<file path="config.mk">
export PLATFORM = sky130hd
export DESIGN_NAME = ps2_led_ctrl
export DESIGN_NICKNAME = d
export VERILOG_FILES = /design/src/rtl/ps2_led_ctrl_pkg.sv /design/src/rtl/ps2_ack_timer.sv /design/src/rtl/ps2_led_ctrl.sv
export SDC_FILE = /design/constraint.sdc
export NUM_CORES = 1
export LEC_CHECK = 0
export ABC_CLOCK_PERIOD_IN_PS = 3000
export BUFFER_PORTS_ARGS = -buffer_cell sky130_fd_sc_hd__buf_2
export CAP_MARGIN = 40
export CORE_MARGIN = 4
export CORE_UTILIZATION = 35
export DETAILED_ROUTE_END_ITERATION = 8
export PLACE_DENSITY = 0.55
export SLEW_MARGIN = 15
export SYNTH_ARGS = -nofsm -noshare
export SYNTH_HDL_FRONTEND = slang
export SYNTH_HIERARCHICAL = 1
export SYNTH_SLANG_ARGS = --single-unit
</file>
<file path="constraint.sdc">
create_clock -name clk -period 3 [get_ports clk]
set_input_delay 0.15 -clock clk [delete_from_list [all_inputs] [get_ports clk]]
set_output_delay 0.15 -clock clk [all_outputs]
set_load 0.05 [all_outputs]
</file>
<file path="src/rtl/ps2_led_ctrl_pkg.sv">
// Shared PS/2 definitions for the LED sequencer and the scan-code decoder.
//   PS2_CMD_SET_LEDS : host command that selects the LED mask update
//   PS2_ACK          : device acknowledge
//   PS2_RESEND       : device request to retransmit the last byte
//   PS2_BREAK        : break prefix, used by the scan-code decoder
//   state_t          : LED sequencer states
package ps2_led_ctrl_pkg;

  localparam logic [7:0] PS2_CMD_SET_LEDS = 8'hED;
  localparam logic [7:0] PS2_ACK          = 8'hFA;
  localparam logic [7:0] PS2_RESEND       = 8'hFE;
  localparam logic [7:0] PS2_BREAK        = 8'hF0;

  typedef enum logic [2:0] {
    ST_IDLE,
    ST_TX_CMD,
    ST_ACK_CMD,
    ST_TX_ARG,
    ST_ACK_ARG
  } state_t;

endpackage

</file>
<file path="src/rtl/ps2_ack_timer.sv">
// ACK wait timer: counts enabled cycles from a clear and flags terminal count.
// The count saturates at TIMEOUT_CYCLES-1 rather than wrapping.
//   clk    : system clock
//   i_sclr : synchronous active-high reset
//   i_clr  : restart the count from zero
//   i_en   : advance the count this cycle
//   o_tc   : count has reached TIMEOUT_CYCLES-1
module ps2_ack_timer #(
  parameter int unsigned TIMEOUT_CYCLES = 1000000
) (
  input  logic clk,
  input  logic i_sclr,
  input  logic i_clr,
  input  logic i_en,
  output logic o_tc
);

  localparam int unsigned W = (TIMEOUT_CYCLES > 1) ? $clog2(TIMEOUT_CYCLES) : 1;
  localparam logic [W-1:0] TC = W'(TIMEOUT_CYCLES - 1);

  logic [W-1:0] cnt;

  always_ff @(posedge clk) begin
    if (i_sclr || i_clr) begin
      cnt <= '0;
    end else if (i_en && (cnt != TC)) begin
      cnt <= cnt + W'(1);
    end
  end

  assign o_tc = (cnt == TC);

endmodule

</file>
<file path="src/rtl/ps2_led_ctrl.sv">
// Host-side PS/2 "set LEDs" sequencer: sends ED, waits for FA, sends the
// LED mask byte, waits for FA. FE or an ACK timeout retransmits the current
// byte up to MAX_RETRY times, after which the transaction is abandoned and
// o_err is set. ACK/RESEND bytes belonging to the transaction are consumed;
// every other received byte is forwarded to the decoder with zero latency.
//   clk, i_sclr          : clock, synchronous active-high reset
//   i_leds_en, i_leds    : LED update request and mask {caps,num,scroll}
//   i_byte_en, i_byte    : received byte from the PS/2 receiver
//   i_tx_done            : transmitter finished the current byte
//   o_tx_en, o_tx_byte   : transmit request and byte (held until next request)
//   o_byte_en, o_byte    : forwarded received byte to the decoder
//   o_busy               : transaction in progress
//   o_err                : sticky, last transaction abandoned
module ps2_led_ctrl
  import ps2_led_ctrl_pkg::*;
#(
  parameter int unsigned TIMEOUT_CYCLES = 1000000,
  parameter int unsigned MAX_RETRY      = 3
) (
  input  logic       clk,
  input  logic       i_sclr,
  input  logic       i_leds_en,
  input  logic [2:0] i_leds,
  input  logic       i_byte_en,
  input  logic [7:0] i_byte,
  input  logic       i_tx_done,
  output logic       o_tx_en,
  output logic [7:0] o_tx_byte,
  output logic       o_byte_en,
  output logic [7:0] o_byte,
  output logic       o_busy,
  output logic       o_err
);

  localparam int unsigned RW = (MAX_RETRY > 0) ? $clog2(MAX_RETRY + 1) : 1;
  localparam logic [RW-1:0] RETRY_LIM = RW'(MAX_RETRY);

  state_t        state;
  logic [2:0]    mask;
  logic          pend;
  logic [2:0]    pend_mask;
  logic [RW-1:0] retry;

  logic in_ack;
  logic in_tx;
  logic is_ack;
  logic is_resend;
  logic consumed;
  logic tmr_tc;

  always_comb begin
    in_ack    = (state == ST_ACK_CMD) || (state == ST_ACK_ARG);
    in_tx     = (state == ST_TX_CMD)  || (state == ST_TX_ARG);
    is_ack    = i_byte_en && (i_byte == PS2_ACK);
    is_resend = i_byte_en && (i_byte == PS2_RESEND);
    consumed  = in_ack && (is_ack || is_resend);
  end

  assign o_byte_en = i_byte_en & ~consumed;
  assign o_byte    = i_byte;

  ps2_ack_timer #(
    .TIMEOUT_CYCLES(TIMEOUT_CYCLES)
  ) u_timer (
    .clk   (clk),
    .i_sclr(i_sclr),
    .i_clr (in_tx && i_tx_done),
    .i_en  (in_ack),
    .o_tc  (tmr_tc)
  );

  always_ff @(posedge clk) begin
    if (i_sclr) begin
      state     <= ST_IDLE;
      o_tx_en   <= 1'b0;
      o_tx_byte <= 8'h00;
      o_busy    <= 1'b0;
      o_err     <= 1'b0;
      mask      <= '0;
      pend      <= 1'b0;
      pend_mask <= '0;
      retry     <= '0;
    end else begin
      o_tx_en <= 1'b0;

      // Requests arriving mid-transaction are queued; the latest one wins.
      if (i_leds_en && (state != ST_IDLE)) begin
        pend      <= 1'b1;
        pend_mask <= i_leds;
      end

      case (state)
        ST_IDLE: begin
          if (i_leds_en || pend) begin
            mask      <= i_leds_en ? i_leds : pend_mask;
            pend      <= 1'b0;
            o_err     <= 1'b0;
            retry     <= '0;
            state     <= ST_TX_CMD;
            o_tx_en   <= 1'b1;
            o_tx_byte <= PS2_CMD_SET_LEDS;
            o_busy    <= 1'b1;
          end
        end

        ST_TX_CMD: if (i_tx_done) state <= ST_ACK_CMD;
        ST_TX_ARG: if (i_tx_done) state <= ST_ACK_ARG;

        ST_ACK_CMD, ST_ACK_ARG: begin
          // An ACK in the same cycle as the timeout takes precedence.
          if (is_ack) begin
            if (state == ST_ACK_CMD) begin
              state     <= ST_TX_ARG;
              o_tx_en   <= 1'b1;
              o_tx_byte <= {5'b00000, mask};
              retry     <= '0;
            end else begin
              state  <= ST_IDLE;
              o_busy <= 1'b0;
            end
          end else if (is_resend || tmr_tc) begin
            if (retry < RETRY_LIM) begin
              // o_tx_byte still holds the byte being retried.
              retry   <= retry + RW'(1);
              state   <= (state == ST_ACK_CMD) ? ST_TX_CMD : ST_TX_ARG;
              o_tx_en <= 1'b1;
            end else begin
              o_err  <= 1'b1;
              state  <= ST_IDLE;
              o_busy <= 1'b0;
            end
          end
        end

        default: begin
          state  <= ST_IDLE;
          o_busy <= 1'b0;
        end
      endcase
    end
  end

endmodule

</file>
==> results of run 1 <==
==> critical path: cells and delay by family (launching register included) <==
kind / cells / cell delay [ns]
flops: 1 / 0.57
xor+xnor: 1 / 0.17
buf+inv: 1 / 0.08
simple gates: 4 / 1.44
compound gates: 1 / 0.15
==> power groups by stage <==
stage	combinational [mW]	clock (mW)	sequential [mW]
floorplan	0.232	0	0.608
global placement	0.285	0	0.583
detailed placement	0.286	0	0.583
CTS	0.287	0.461	0.571
global route	0.305	0.486	0.576
finish	0.284	0.441	0.570
==> cell usage in the layout, fill, tap and decap left out, types with 3 or more instances in the layout <==
cell type / n
sky130_fd_sc_hd__a211oi_2: 4
sky130_fd_sc_hd__a21oi_1: 16
sky130_fd_sc_hd__a31oi_1: 4
sky130_fd_sc_hd__and2_1: 4
sky130_fd_sc_hd__and4_1: 6
sky130_fd_sc_hd__buf_2: 34
sky130_fd_sc_hd__clkbuf_8: 5
sky130_fd_sc_hd__dfxtp_1: 39
sky130_fd_sc_hd__inv_1: 9
sky130_fd_sc_hd__mux2i_1: 4
sky130_fd_sc_hd__nand2_1: 12
sky130_fd_sc_hd__nand3_1: 13
sky130_fd_sc_hd__nand4_1: 8
sky130_fd_sc_hd__nand4b_1: 3
sky130_fd_sc_hd__nor2_1: 8
sky130_fd_sc_hd__nor2_2: 5
sky130_fd_sc_hd__nor3_1: 5
sky130_fd_sc_hd__nor3b_1: 4
sky130_fd_sc_hd__o211a_1: 3
sky130_fd_sc_hd__o21ai_0: 10
sky130_fd_sc_hd__o31ai_1: 3
sky130_fd_sc_hd__or3_1: 7
sky130_fd_sc_hd__or4_1: 4
sky130_fd_sc_hd__xor2_1: 5
==> metal layers <==
metal / global-route usage (%) / vias up
met3: 3.198 / 2
met2: 21.58 / 22
met5: 0 / -
li1: - / 941
met1: 16.94 / 833
met4: 3.434 / 0
==> sequential cells by signal, indices dropped and copies added (netlist names), 2 cells and up <==
signal and count:
u_timer/cnt 20, o_tx_byte 4, mask 3, pend_mask 3
state 3, retry 2
==> kinds of logic (layout without fill, tap and decap cells) <==
group	count (synthesis)	count (layout)	synth area share [%]
buffers and inverters	33	52	9.379
other	1	1	0.1673
AO/OA/AOI/OAI	62	62	20.88
multiplexers	5	5	2.457
XOR/XNOR	6	6	2.680
AND/OR/NAND/NOR	97	97	28.48
flip-flops	39	39	34.84
adder cells (fa/ha/maj)	2	2	1.117
==> final cells by class <==
class | count | area [um2]
fill | 631 | 3612
multi-input combinational | 173 | 1250
sequential | 39 | 780.7
timing repair buffer | 35 | 177.7
tap | 75 | 93.84
clock buffer | 5 | 68.82
clock inverter | 3 | 43.79
inverter | 9 | 33.78
==> metrics by stage <==
step,instances,hold WS (ns),setup slack [ns],power [mW]
2_1_floorplan,245,0.2260,0.7944,0.8405
3_5_place_dp,331,0.4202,0.5559,0.8690
4_1_cts,339,0.1013,0.4760,1.318
6_report,339,0.1150,0.5146,1.296
5_1_grt,339,0.1013,0.1732,1.368
3_3_place_gp,331,0.4191,0.5776,0.8684
==> path summary, 6_finish.rpt <==
kind,from,end,slack (ns)
max,state[1]$_SDFFE_PP0P_,u_timer/cnt[19]$_SDFFE_PP0P_,0.51
min,i_leds[1],pend_mask[1]$_SDFFE_PP0P_,0.11
max reg2reg,state[1]$_SDFFE_PP0P_,u_timer/cnt[19]$_SDFFE_PP0P_,0.51
min reg2reg,o_tx_byte[1]$_SDFFE_PP0P_,o_tx_byte[1]$_SDFFE_PP0P_,0.46
==> reports/results.md, run 1 <==
- 0 — setup repair bufs after CTS
- 1742 — via count of the first global-routing pass
- 529.1 mW/mm2 — PD cells
- in -> reg — worst min path class
- 0 — remaining global-route overflow
- 6 — Yosys warning count
- 0.29 ns — source-to-sink clock delay at the later pin of the worst-skew pair
- 0 — cts-stage hold buffer count
- met4 — highest routed layer
- 65 — number of distinct library cell variants in the gate-level netlist after synthesis
- 281 — Net count, final
- flip-flop — critical path startpoint category
- 13.73 um — Routed wire per std cell
- 0.007747 mm2 — Die Area
- 0 — Max Cap Violations
- 0.9145 nW — Leakage Power
- 0.002241 mm2 — synthesized cell area
- 13.02% — GR Util All Layers
- 0.08 ns — post-CTS clock slew at the launch and capture registers of the worst setup and hold paths
- 0.4024 GHz — highest clock frequency the design can meet
- 418.0 uW — net switching power of the design
- 0.3379 mV — worst supply voltage drop on vdd
- 3467 um — post-DP HPWL
- sky130_fd_sc_hd__dfxtp_1 — Worst path slowest cell
- 0 — total DRC errors in the routed layout
- 21.9% — share of total power in combinational logic
- 0.002336 mm2 — cell area after placement
- 7 — Worst Reg-to-Reg Cells
- 39 — Num Clock Sinks
- 1798 — Via Count
- 28 — number of standard-cell rows in the floorplan
- 40.40% — final standard cell utilization of the core
- built — TritonCTS clock tree
- 9.269% — signed area change from the synthesized netlist to the final layout
- 0 ns — final total negative setup slack
- reg -> reg — critical path type
- 2274 um — routed length on met1
- 5 — CTS buffer count
- 36 — top-level I/O count
- 3 — WHS Path Cells
- 0.7573 — gp weighted congestion
- 181 um — total met3 wirelength after detailed routing
- 32.26% — switching share of power
- sky130_fd_sc_hd__dfxtp_1 — cell with the most instances after synthesis
- false — RSZ-0062 raised after global routing
- 0 — Final ANT Viol Nets
- 57 — DRC marker count from the first detailed-route iteration
- 19 — maximum number of pins on one net before global-route repair
- 0.5753 ns — measured slew at the worst slew-check pin
- sky130_fd_sc_hd__clkbuf_8 — clock root buffer
- 3.22 ns — Crit path required time
- 36.97% — Starting Density
- 877.6 uW — total internal power
- 39 — flop and latch count out of synthesis
- 263 — syn nets
- 0 — number of antenna cells inserted
- 0.006061 mm2 — area of the core
- 34.84% — sequential share of the synthesized area
- 0 — setup violators final
- 25.00% — ratio of cells with drive above 1 in the final layout
- 0 — number of enable-type register cells in the synthesized netlist
- 2 — maximum root-to-sink buffer count
- 0 — antenna violations before repair
- 2.485 ns — final period demand of the worst path
- 34 — Port-buffer cells
- flip-flop — crit path capture type
- 0 — number of cells upsized or downsized after cts
- xnor2_2 -> or2_4 -> inv_1 -> and4_1 -> nand4_1 -> or4_1 -> a21oi_1 — critical-path cell list
- 44.0% — Sequential Power Share
- 0 — number of pins with negative max-slew slack in the final report
- 0.57 ns — largest incremental delay on the critical path
- finished clean — run status
- 88.02 um — Die Span Y
- 61.51% — Rel. slew slack
- sky130_fd_sc_hd__dfxtp_1 35%, sky130_fd_sc_hd__buf_4 4.4%, sky130_fd_sc_hd__a21oi_1 3.6%, sky130_fd_sc_hd__nand3_1 2.9%, sky130_fd_sc_hd__and4_1 2.3% — leading cell types by total area after synthesis
- 82.85% — final cycle utilization of the critical path
- sky130_fd_sc_hd__dfxtp_1 — main flop type after synthesis
- 88.02 um — chip width
- 0.01017 ns — post-route clock skew
- 34.84% — Synth top area share
- 34.1% — Clock Power Share
- 0.002449 mm2 — cell area after layout
- 11 — worst-path maximum fanout
- 2 — H-tree depth reported by CTS
- 5.304 — via/cell ratio
- 8135 um — first-pass GRT wire length
- 0% — Synth async-reset ratio
- 9.147 um2 — mean instance size in the synthesized netlist
- sky130_fd_sc_hd__dfxtp_1 — largest area contributor in the synthesized netlist
- 2174 um — detailed-routed wire length on met2
- 4 — 1st-pass router iterations
- 245 — Mapped Cells
- 2.70 ns — data arrival time of the critical path
- 39 x sky130_fd_sc_hd__dfxtp_1, 16 x sky130_fd_sc_hd__a21oi_1, 13 x sky130_fd_sc_hd__buf_4, 13 x sky130_fd_sc_hd__nand3_1, 12 x sky130_fd_sc_hd__nand2_1 — leading post-synthesis cells by instance count
- 4654 um — Detailed Route WL
- 0 — count of endpoints failing hold in the final timing report
Note: power is estimated with default switching activity, not from simulation.
==> run 2, diff against run 1 <==
Settings changed: ABC_CLOCK_PERIOD_IN_PS 3000 to 2600.
Clock period 3 ns to 2.6 ns, I/O delays scaled along.
==> run 2 against run 1 <==
Via count up 2.9%. Routed wire length up 2.1%. Clock-buffer cell count unchanged. Highest routed layer unchanged. Core utilization up 0.74 points. Combinational power up 21%. Sequential share of layout area down 0.58 points. Die area unchanged. Maximum frequency up 8.8%. Global-route usage up 0.11 points.
==> reports/results.md, run 2 (same netlist as run 1, synthesis figures left out) <==
- finished clean — run status, unchanged
- 3588 um — post-DP HPWL, was 3467 um
- 0.4379 GHz — highest clock frequency the design can meet, was 0.4024 GHz
- 1.504 mW — total power, was 1.296 mW
- 13.13% — GR Util All Layers, was 13.02%
- 0 — cts-stage hold buffer count, unchanged
- 5 — CTS buffer count, unchanged
- 0.7637 — gp weighted congestion, was 0.7573
- 0.3088 ns — worst slack after detailed placement, was 0.5559 ns
- 0.9450 nW — Leakage Power, was 0.9145 nW
- 1850 — Via Count, was 1798
- 2 — H-tree depth reported by CTS, unchanged
- 4 — 1st-pass router iterations, unchanged
- 32.21% — switching share of power, was 32.26%
- 36 — top-level I/O count, unchanged
- 43.3% — Sequential Power Share, was 44.0%
- in -> reg — worst min path class, unchanged
- 2296 um — detailed-routed wire length on met2, was 2174 um
- 0 — Final ANT Viol Nets, unchanged
- 1712 — via count of the first global-routing pass, was 1742
- 13.77 um — Routed wire per std cell, was 13.73 um
- 0 — remaining global-route overflow, unchanged
- 6 — worst-path maximum fanout, was 11
- 0.3166 ns — Worst Slack Setup Final, was 0.5146 ns
- 337 — number of placed instances with taps included, was 331
- false — RSZ-0062 raised after global routing, unchanged
- u_timer/cnt: 20 flops, o_tx_byte: 4 flops — registers with the highest flip-flop counts, unchanged
- u_timer/cnt — largest register by flop count, unchanged
- 34 — Port-buffer cells, unchanged
- 484.3 uW — net switching power of the design, was 418.0 uW
- sky130_fd_sc_hd__dfxtp_1 — most frequent standard cell in the layout excluding fill and tap cells, unchanged
- 39 x sky130_fd_sc_hd__dfxtp_1, 34 x sky130_fd_sc_hd__buf_2, 16 x sky130_fd_sc_hd__a21oi_1 — most used cells in the layout excluding fill and tap cells, unchanged
- 4751 um — Detailed Route WL, was 4654 um
- 36.97% — Starting Density, unchanged
- built — TritonCTS clock tree, unchanged
- 39 — Num Clock Sinks, unchanged
- 2.49 ns — data arrival time of the critical path, was 2.70 ns
- 603.0 mW/mm2 — PD cells, was 529.1 mW/mm2
- 1.019 mW — total internal power, was 877.6 uW
- 37 — DRC marker count from the first detailed-route iteration, was 57
- 0.3603 mV — worst supply voltage drop on vdd, was 0.3379 mV
- 88.02 um — Die Span Y, unchanged
- 2 — maximum root-to-sink buffer count, unchanged
- 345 — non-filler instance count after layout, was 339
- 0.006061 mm2 — area of the core, unchanged
- reg -> reg — critical path type, unchanged
- 0.56 ns — largest incremental delay on the critical path, was 0.57 ns
- 22.9% — share of total power in combinational logic, was 21.9%
- 0 — setup repair bufs after CTS, unchanged
- 20 — number of flip-flops in the largest register, unchanged
- 0 — antenna violations before repair, unchanged
- sky130_fd_sc_hd__clkbuf_8 — clock root buffer, unchanged
- sky130_fd_sc_hd__or4b_4 — Worst path slowest cell, was sky130_fd_sc_hd__dfxtp_1
- 2.283 ns — final period demand of the worst path, was 2.485 ns
- 0 — total DRC errors in the routed layout, unchanged
- 2.81 ns — Crit path required time, was 3.22 ns
- 0 — Max Cap Violations, unchanged
- 0 ns — final total negative setup slack, unchanged
- 5.362 — via/cell ratio, was 5.304
- 0.009209 ns — post-route clock skew, was 0.01017 ns
- 0 — number of antenna cells inserted, unchanged
- 612 — count of fill cells added during filler insertion, was 631
- 2218 um — routed length on met1, was 2274 um
- 0.08 ns — post-CTS clock slew at the launch and capture registers of the worst setup and hold paths, about the same
- met4 — highest routed layer, unchanged
- 41.14% — final standard cell utilization of the core, was 40.40%
- 11.28% — signed area change from the synthesized netlist to the final layout, was 9.269%
- 33.8% — Clock Power Share, was 34.1%
- 28 — number of standard-cell rows in the floorplan, unchanged
- 188 um — total met3 wirelength after detailed routing, was 181 um
- 8114 um — first-pass GRT wire length, was 8135 um
- 87.82% — final cycle utilization of the critical path, was 82.85%
- 88.02 um — chip width, unchanged
- 0.007747 mm2 — Die Area, unchanged
- 26.67% — ratio of cells with drive above 1 in the final layout, was 25.00%
- flip-flop — crit path capture type, unchanged
- 0 — number of pins with negative max-slew slack in the final report, unchanged
- 19 — maximum number of pins on one net before global-route repair, unchanged
- flip-flop — critical path startpoint category, unchanged
- 0 — number of cells upsized or downsized after cts, unchanged
- 0 — count of endpoints failing hold in the final timing report, unchanged
- 287 — Net count, final, was 281
- 0.29 ns — source-to-sink clock delay at the later pin of the worst-skew pair, about the same
- 0 — setup violators final, unchanged
- or4b_4 -> nor4_4 -> nand2_2 -> inv_1 -> a21boi_0 -> o211ai_1 -> a211oi_1 — critical-path cell list, was xnor2_2 -> or2_4 -> inv_1 -> and4_1 -> nand4_1 -> or4_1 -> a21oi_1
==> run 2: layer usage <==
layer  vias up  track usage (%)
li1        959                -
met1       861            16.54
met2        26            21.99
met3         4            3.669
met4         0            3.709
met5         -                0
==> run 2: through the flow <==
step                hold slack [ns]  cell area (um2)
floorplan                    0.2060             2241
global placement             0.3975             2381
detailed placement           0.4083             2381
CTS                         0.09004             2494
global route                0.09948             2494
finish                      0.09601             2494
==> run 2: final timing paths <==
kind                                startpoint                   endpoint  slack, ns  cells past startpoint
hold / removal                       i_leds[1]  pend_mask[1]$_SDFFE_PP0P_        0.1                      3
setup reg to reg  u_timer/cnt[11]$_SDFFE_PP0P_         o_err$_SDFFE_PP0P_       0.32                      7
setup / recovery  u_timer/cnt[11]$_SDFFE_PP0P_         o_err$_SDFFE_PP0P_       0.32                      7
hold reg to reg      o_tx_byte[1]$_SDFFE_PP0P_  o_tx_byte[1]$_SDFFE_PP0P_       0.46                      2
==> run 2: power groups by stage <==
stage	Clock [mW]	Sequential [mW]	Combinational (mW)
after floorplan	0	0.702	0.268
after global placement	0	0.665	0.345
after detailed placement	0	0.665	0.347
after CTS	0.525	0.652	0.348
after global routing	0.557	0.655	0.373
final	0.508	0.651	0.344
==> run 2: layout make-up <==
| class | instances | area [um2] | area share [%] |
|---|---|---|---|
| Multi-Input combinational cell | 173 | 1250 | 50.13 |
| Sequential cell | 39 | 780.7 | 31.31 |
| Tap cell | 75 | 93.84 | 3.763 |
| Clock inverter | 3 | 43.79 | 1.756 |
| Timing Repair Buffer | 41 | 222.7 | 8.931 |
| Inverter | 9 | 33.78 | 1.355 |
| Clock buffer | 5 | 68.82 | 2.760 |
==> run 2: worst max-delay path, delay by kind of cell (launching register included) <==
kind | cells | cell delay [ns]
and+or+nand+nor | 3 | 1.01
AOI/OAI and AO/OA | 3 | 0.71
DFF | 1 | 0.35
buffers and inverters | 1 | 0.15
